File: config.mk
export PLATFORM = sky130hd
export DESIGN_NAME = instruction_fetch_unit
export DESIGN_NICKNAME = d
export VERILOG_FILES = /design/src/rtl/instruction_fetch_unit.sv
export SDC_FILE = /design/constraint.sdc
export NUM_CORES = 1
export LEC_CHECK = 0
export ABC_AREA = 1
export CAP_MARGIN = 25
export CORE_MARGIN = 2
export CORE_UTILIZATION = 38
export CTS_BUF_LIST = sky130_fd_sc_hd__clkbuf_4
export CTS_CLUSTER_DIAMETER = 40
export DETAILED_ROUTE_END_ITERATION = 16
export HOLD_SLACK_MARGIN = 0.06
export PLACE_DENSITY = 0.71
export SETUP_SLACK_MARGIN = 0.4
export SYNTH_ARGS = -nofsm -noshare
export SYNTH_HDL_FRONTEND = slang
export SYNTH_SLANG_ARGS = --single-unit
export TNS_END_PERCENT = 20
File: constraint.sdc
create_clock -name clk -period 3.55 [get_ports clk]
set_input_delay 0.5325 -clock clk [delete_from_list [all_inputs] [get_ports clk]]
set_output_delay 0.5325 -clock clk [all_outputs]
set_load 0.02 [all_outputs]
File: src/rtl/instruction_fetch_unit.sv
// Instruction fetch unit: single-outstanding-request fetch FSM with redirect.
// Optional delivered-instruction counter enabled by IFU_FETCH_COUNT_EN.
module instruction_fetch_unit (
    input  logic        clk,
    input  logic        rst,
    output logic        imem_req,
    output logic [31:0] imem_addr,
    input  logic [31:0] imem_rdata,
    input  logic        imem_rvalid,
    input  logic        branch_taken,
    input  logic [31:0] branch_target,
    output logic [31:0] instruction,
    output logic [31:0] instr_pc,
    output logic        instr_valid,
`ifdef IFU_FETCH_COUNT_EN
    output logic [15:0] fetch_count,
`endif
    input  logic        instr_ready
);

    typedef enum logic [1:0] {
        S_FETCH,
        S_WAIT,
        S_FULL,
        S_DROP
    } state_t;

    state_t      state;
    logic [31:0] pc;
    logic [31:0] tgt;
    logic        hs;

    assign tgt = branch_target & 32'hFFFF_FFFC;
    assign hs  = instr_valid & instr_ready;

    // A request goes out only in FETCH, never during reset or a redirect
    assign imem_req  = (state == S_FETCH) & ~branch_taken & ~rst;
    assign imem_addr = pc;

    // Fetch FSM: issue, wait for data, hold for decoder, or drop stale data
    always_ff @(posedge clk) begin
        if (rst) begin
            state       <= S_FETCH;
            pc          <= 32'h0;
            instruction <= 32'h0;
            instr_pc    <= 32'h0;
            instr_valid <= 1'b0;
        end else begin
            unique case (state)
                S_FETCH: begin
                    if (branch_taken) begin
                        pc <= tgt;
                    end else begin
                        state <= S_WAIT;
                    end
                end
                S_WAIT: begin
                    if (branch_taken) begin
                        pc    <= tgt;
                        state <= imem_rvalid ? S_FETCH : S_DROP;
                    end else if (imem_rvalid) begin
                        instruction <= imem_rdata;
                        instr_pc    <= pc;
                        instr_valid <= 1'b1;
                        state       <= S_FULL;
                    end
                end
                S_FULL: begin
                    if (branch_taken || hs) begin
                        instr_valid <= 1'b0;
                        pc          <= branch_taken ? tgt : pc + 32'd4;
                        state       <= S_FETCH;
                    end
                end
                S_DROP: begin
                    if (branch_taken) begin
                        pc <= tgt;
                    end
                    if (imem_rvalid) begin
                        state <= S_FETCH;
                    end
                end
                default: state <= S_FETCH;
            endcase
        end
    end

`ifdef IFU_FETCH_COUNT_EN
    // Count words handed to the decoder, including one accepted during a redirect
    always_ff @(posedge clk) begin
        if (rst) begin
            fetch_count <= 16'h0;
        end else if (state == S_FULL && hs) begin
            fetch_count <= fetch_count + 16'd1;
        end
    end
`endif

endmodule

==> results.md, run 1 <==
- Count of final setup violators: 0
- Drc violations: 0
- Switching power: 976.0 uW
- Via/cell ratio: 5.129
- Chip width: about 110 microns
- Vias: 4888
- Clk Latency, worst-skew pair: 0.44 ns
- Largest family of logic cells by synthesized area: simple AND/OR/NAND/NOR gates
- Simple-gate portion of the synthesized area: 0.2981
- Commonest cells after routing, fill and taps aside: nor2_1, clkdlybuf4s50_1, nand2_1, dfxtp_1, o21ai_0
- Sequential fraction of the synthesis area: 0.4295
- Leakage: between 2 and 2.5 nW
- Longest Clk Path Bufs: 2
- Fin nets: 875
- Worst Setup EP: imem_req
- Total number of yosys warnings: 0
- Worst r2r src: state[0]$_SDFFE_PP0P_
- Clk pin slew, worst setup/hold paths: 0.16 ns
- Compound-Gate Fraction of Synth Area: 0.1859
- Mux contribution to synthesized area: 0
- Hold Slack: between 0.5 and 0.6 ns
- Fin crit share: 0.7289
- Clock Skews: 0.02601 ns
- Chip Height: approximately 110 microns
- Hpwl dp: around 11000 microns
- Initial antenna violation count: 0
- Clock power share: 0.241
- Die Area: around 13000 sq um
- Status: finished clean
- Switch share: 0.3430
- Hold Path Class: flip-flop to flip-flop
- Port Buffers: 160
- Gr ovfl total: 0
- Ant. Diodes: 0
- WL final: approximately 14000 microns
- Area of the core: between 10000 and 15000 sq um
- Critical Path RT: slightly above 3 ns
- Core Rows: 39
- R2R cell count: 7
- Async S/R FF share, synth: 0
- Pwr/cell area: 455.3 nW/um^2
- Top FF cell, synth: dfxtp_1
- Adder-Cell Fraction of Synth Area: 0.002826
- Final setup TNS: 0 ns
- Combinational fraction of design power: 0.299
- Unique masters post-synth: 31
- Final ANT Viol Nets: 0
- Htree depth: 3
- Startpoint Class: primary input
- WP data arrival: 2.06 ns
- Sequential share of power: 0.460
- Slew of the pin with the lowest slew margin: about 0.74 ns
- Design area: around 6200 sq um
- CP startpoint: branch_taken
- FF-to-FF End: instr_pc[2]$_SDFFE_PP0P_
- CP Max Fanout: 8
- Total CTS buffers: 9
- Share of cells above drive strength 1: 0.04321
- Area leader, netlist: dfxtp_1
- Xor/xnor cell area share of the yosys netlist: 0
- Synth Register Bits: 95
- Initial Util: 0.3878
- Total power: 2.845 mW
- Post-synth EDFFs: 0
- First-pass GRT wire length: 22970 microns
- CTS tree: built
- R2r setup slk: roughly 1.6 ns
- Syn Std Cell Area: 4428 sq um
- Synth Instances: between 600 and 700
- Post-route minimum period: 2.588 ns
- Post-CTS setup repair buffer count: 0
- Via count of the first global-routing pass: 4601
- Pre-CTS WS: 0.7056 ns
- Area grow syn2layout: 41.14%
- Post-synth top area share: 0.4295
- Largest net degree at the start of global routing: 76
- FMAX: around 390 MHz
- Overall routing resource usage: 0.2241
- Slew Limit Fails: 0
- CTS sink count: 95
- Post-place instance area: 6082 sq um
- Drt pass-1 iters: 5
- Slew headroom: 0.5085
- Hold-fix buffers at CTS: 0
- Total I/O pin count: about 170
- Clock Tree Root: clkbuf_4
- Maxcap violations: 0
- Worst vdd ir: roughly 0.24 mV
- Worst setup path class: primary input to output port
- Setup crit end kind: output port
- RSZ-0062 raised after global routing: no
- Commonest non-fill, non-tap cell in the layout: nor2_1
- GPL Wtd Cong: 0.9186
- Final hold violations: 0
- Routed len/inst: about 15 microns
- Worst setup margin: 0.9623 ns
- Mapped Avg Cell Area: about 6.7 sq um
- CTS-repair resized insts: 0
- P_int: 1.869 mW
- Area contributors post-synth: dfxtp_1, nor2_1, o21ai_0, nand2_1, a21oi_1
- Initial drt markers: 307
## flip-flops by register name (all words and copies together), names as in the netlist
| name | count |
|---|---|
| imem_addr | 30 |
| instr_pc | 30 |
| instr_valid | 1 |
| instruction | 32 |
| state | 2 |
## synthesized netlist by cell type, types with 3 or more instances
library cell	instances
nor2_1	173
nand2_1	105
dfxtp_1	95
o21ai_0	89
a21oi_1	48
inv_1	40
nand3_1	33
buf_2	14
clkbuf_1	12
buf_4	7
clkbuf_2	6
nand4_1	6
inv_2	5
nor3_1	4
o211ai_1	3
o21a_1	3
## worst min path at each step
| stage | start | to | slack (ns) | cells past startpoint |
|---|---|---|---|---|
| 3_5_place_dp | instruction[18]$_SDFFE_PP0P_ | instruction[18]$_SDFFE_PP0P_ | 0.50 | 2 |
| 4_1_cts | imem_addr[31]$_SDFFE_PP0P_ | imem_addr[31]$_SDFFE_PP0P_ | 0.53 | 2 |
| 3_3_place_gp | instruction[8]$_SDFFE_PP0P_ | instruction[8]$_SDFFE_PP0P_ | 0.49 | 2 |
| 2_1_floorplan | state[1]$_SDFFE_PP0P_ | state[1]$_SDFFE_PP0P_ | 0.51 | 2 |
| 5_1_grt | instr_valid$_SDFFE_PP0P_ | instr_valid$_SDFFE_PP0P_ | 0.57 | 2 |
| 6_report | instr_valid$_SDFFE_PP0P_ | instr_valid$_SDFFE_PP0P_ | 0.53 | 2 |
## critical path: stages
cell and delay (ns):
clkdlybuf4s50_1 0.63, nor3_1 0.26, clkdlybuf4s50_1 0.63
## final cells by class
| class | instances | area (sq um) |
|---|---|---|
| Timing Repair Buffer | 168 | 1662 |
| Fill cell | 1160 | 5169 |
| Clock buffer | 10 | 75.07 |
| Clock inverter | 6 | 92.59 |
| Sequential cell | 95 | 1902 |
| Multi-Input combinational cell | 486 | 2171 |
| Inverter | 45 | 168.9 |
| Tap cell | 143 | 178.9 |
## cell families after synthesis
kind of cell | count (synthesis)
fa+ha+maj | 1
compound gates | 154
simple gates | 327
buf+inv | 84
other cells | 1
flops | 95
## power by group through the flow
stage	clock network (mW)	registers (mW)	logic (mW)
2_1_floorplan	0	1.45	0.324
3_3_place_gp	0	1.32	0.837
3_5_place_dp	0	1.33	0.851
4_1_cts	0.701	1.31	0.856
5_1_grt	0.733	1.32	0.929
6_report	0.687	1.31	0.851
## layer usage
metal  up-vias  part of all wire  global-route usage
li1       2433                 -                   -
met4         0             0.017             0.06423
met5         -                 0                   0
met3        21              0.10             0.07567
met2       215              0.46              0.3685
met1      2219              0.42              0.2815
## per-stage QoR
step                      std cells  utilization
after detailed placement        937       0.5327
after floorplan                 665            -
after CTS                       953       0.5473
after global routing            953       0.5473
after global placement          937       0.5327
final                           953       0.5473
Note: power is estimated with default switching activity, not from simulation.
==> inputs of run 2 (changes only) <==
--- a/config.mk
+++ b/config.mk
@@ -13,7 +13,7 @@
 export CTS_CLUSTER_DIAMETER = 40
 export DETAILED_ROUTE_END_ITERATION = 16
 export HOLD_SLACK_MARGIN = 0.06
-export PLACE_DENSITY = 0.71
+export PLACE_DENSITY = 0.73
 export SETUP_SLACK_MARGIN = 0.4
 export SYNTH_ARGS = -nofsm -noshare
 export SYNTH_HDL_FRONTEND = slang
==> constraint.sdc (replaced) <==
create_clock -name clk -period 2.3 [get_ports clk]
set_input_delay 0.345 -clock clk [delete_from_list [all_inputs] [get_ports clk]]
set_output_delay 0.345 -clock clk [all_outputs]
set_load 0.02 [all_outputs]
==> run 2 against run 1 <==
Effect of this change: worst setup slack worse by 0.61 ns; hold slack got worse by 0.063 ns; global-route usage grew 0.43 points; critical path type is now flip-flop to output port; clock power grew 31%; sequential power grew 54%; first-iteration DRC count up 45%; clock-buffer cell count shrank 1; total power up 50%; via count is 1.3% higher; clock skew shrank 0.010 ns; critical path depth is 2 lower; core utilization rose by 0.72 points; largest power group unchanged.
==> results.md, run 2 (synthesis gave the netlist of run 1 again) <==
- Slew Limit Fails: 0 (unchanged)
- Ant. Diodes: 0 (unchanged)
- Slew of the pin with the lowest slew margin: 0.7589 ns (+0.02265 ns)
- Clk pin slew, worst setup/hold paths: 0.15 ns (about the same)
- Initial drt markers: 445 (+45%)
- Leakage: 2.522 nW (+4.9%)
- Slew headroom: 0.4933 (-0.01512)
- CTS tree: built
- Commonest cells after routing, fill and taps aside: nor2_1, clkdlybuf4s50_1, nand2_1, o21ai_0, dfxtp_1
- WL final: 14580 microns (+1.7%)
- CTS sink count: 95 (unchanged)
- Die Area: 12530 sq um (unchanged)
- Total CTS buffers: 9 (unchanged)
- Overall routing resource usage: 0.2285 (+0.004348)
- CTS-repair resized insts: 5 (+5)
- Most Crowded Layer GR: met2
- Routed len/inst: 15.19 microns (+0.98%)
- Worst vdd ir: 0.4186 mV (+72%)
- CP delay by family, top: buffers and inverters
- Final hold violations: 0 (unchanged)
- Worst path cell trace: clkdlybuf4s50_1
- Status: finished clean
- Post-route minimum period: around 1.9 ns
- Vias: 4952 (+1.3%)
- Hpwl dp: 10700 microns (+0.45%)
- Startpoint Class: flip-flop
- Clock Skews: 0.01561 ns (-0.01040 ns)
- Count of final setup violators: 0 (unchanged)
- Fillers: 1120 (-3.4%)
- Clk Latency, worst-skew pair: 0.45 ns (about the same)
- Fin nets: 883 (+0.91%)
- Fin crit share: 0.8470
- CP max stage cell: clkdlybuf4s50_1
- Commonest non-fill, non-tap cell in the layout: nor2_1
- Initial antenna violation count: 0 (unchanged)
- Area of the core: 11420 sq um (unchanged)
- Pwr/cell area: 673.0 nW/um^2 (+48%)
- Worst setup path class: flip-flop to output port
- Gr ovfl total: 0 (unchanged)
- Htree depth: 3 (unchanged)
- Setup crit end kind: output port
- Total power: 4.262 mW (+50%)
- Share of cells above drive strength 1: 0.05875 (+0.01554)
- Final ANT Viol Nets: 0 (unchanged)
- Chip Height: 111.9 microns (unchanged)
- Post-place instance area: 6180 sq um (+1.6%)
- Critical path buffer and inverter count: 1 (-1)
- Met2 Track Usage GR: 0.3794 (+0.01091)
- FMAX: 513.3 MHz
- Drc violations: 0 (unchanged)
- Longest Clk Path Bufs: 2 (unchanged)
- Initial Util: 0.3878 (unchanged)
- Via/cell ratio: 5.158 (+0.57%)
- Chip width: 111.9 microns (unchanged)
- Port Buffers: 160 (unchanged)
- Hold Path Class: primary input to flip-flop
- CP Max Fanout: 6 (-2)
- Hold-fix buffers at CTS: 0 (unchanged)
- Total I/O pin count: 167 (unchanged)
- Post-CTS setup repair buffer count: 0 (unchanged)
- Critical Path RT: 1.96 ns (-1.06 ns)
- Maxcap violations: 0 (unchanged)
- GPL Wtd Cong: 0.9364 (+1.9%)
- Met1 usage: 0.2745 (-0.006975)
- Largest net degree at the start of global routing: 72 (-5.3%)
- First-pass GRT wire length: 23290 microns (+1.4%)
- Largest Register: instruction
- Max FFs per register: 32 (unchanged)
- Hold Slack: 0.4650 ns (-0.06266 ns)
- Design area: 6332 sq um (+1.3%)
- Clock Tree Root: clkbuf_4
- RSZ-0062 raised after global routing: yes
- Met3 Resource Use GR: 0.09418 (+0.01851)
- Via count of the first global-routing pass: 4827 (+4.9%)
- Drt pass-1 iters: 5 (unchanged)
- Crit path largest cell delay: 0.66 ns (+0.03 ns)
- Core Rows: 39 (unchanged)
- Area grow syn2layout: 43.01%
- WP data arrival: 1.60 ns (-0.46 ns)
==> run 2: layout make-up <==
class	count	area [sq um]	share of cell area
inverter	45	168.9	0.02667
tap	143	178.9	0.02826
multi-input combinational	486	2178	0.3440
timing repair buffer	176	1767	0.2790
clock inverter	6	62.56	0.009879
sequential	95	1909	0.3015
clock buffer	9	67.56	0.01067
==> run 2: metal layers <==
layer,part of all wire,up-vias
met5,0,-
met4,0.015,0
met3,0.11,18
met2,0.46,240
met1,0.41,2244
li1,-,2450
==> run 2: final timing paths <==
check                             start                      endpoint  slack (ns)  cells past startpoint
max          imem_addr[16]$_SDFFE_PP0P_                 imem_addr[16]        0.35                      1
min                      imem_rdata[24]  instruction[24]$_SDFFE_PP0P_        0.46                      3
min reg2reg    instr_valid$_SDFFE_PP0P_      instr_valid$_SDFFE_PP0P_        0.52                      2
max reg2reg   imem_addr[2]$_SDFFE_PP0P_    imem_addr[22]$_SDFFE_PP0P_        0.55                     10
==> run 2: metrics by stage <==
stage | setup slack, ns | setup TNS, ns | utilization | std cells
final | 0.3518 | 0 | 0.5546 | 960
after global routing | 0.2948 | 0 | 0.5546 | 960
after CTS | 0.3083 | 0 | 0.5523 | 960
after detailed placement | -0.0004996 | -0.0004996 | 0.5412 | 945
after global placement | 0.1258 | 0 | 0.5412 | 945
after floorplan | 0.6387 | 0 | - | 665
==> run 2: power by group <==
part,total (mW),internal (mW),switching [mW]
Sequential,2.02,1.85,0.171
Clock,0.898,0.323,0.575
Combinational,1.35,0.600,0.747
Total,4.26,2.77,1.49
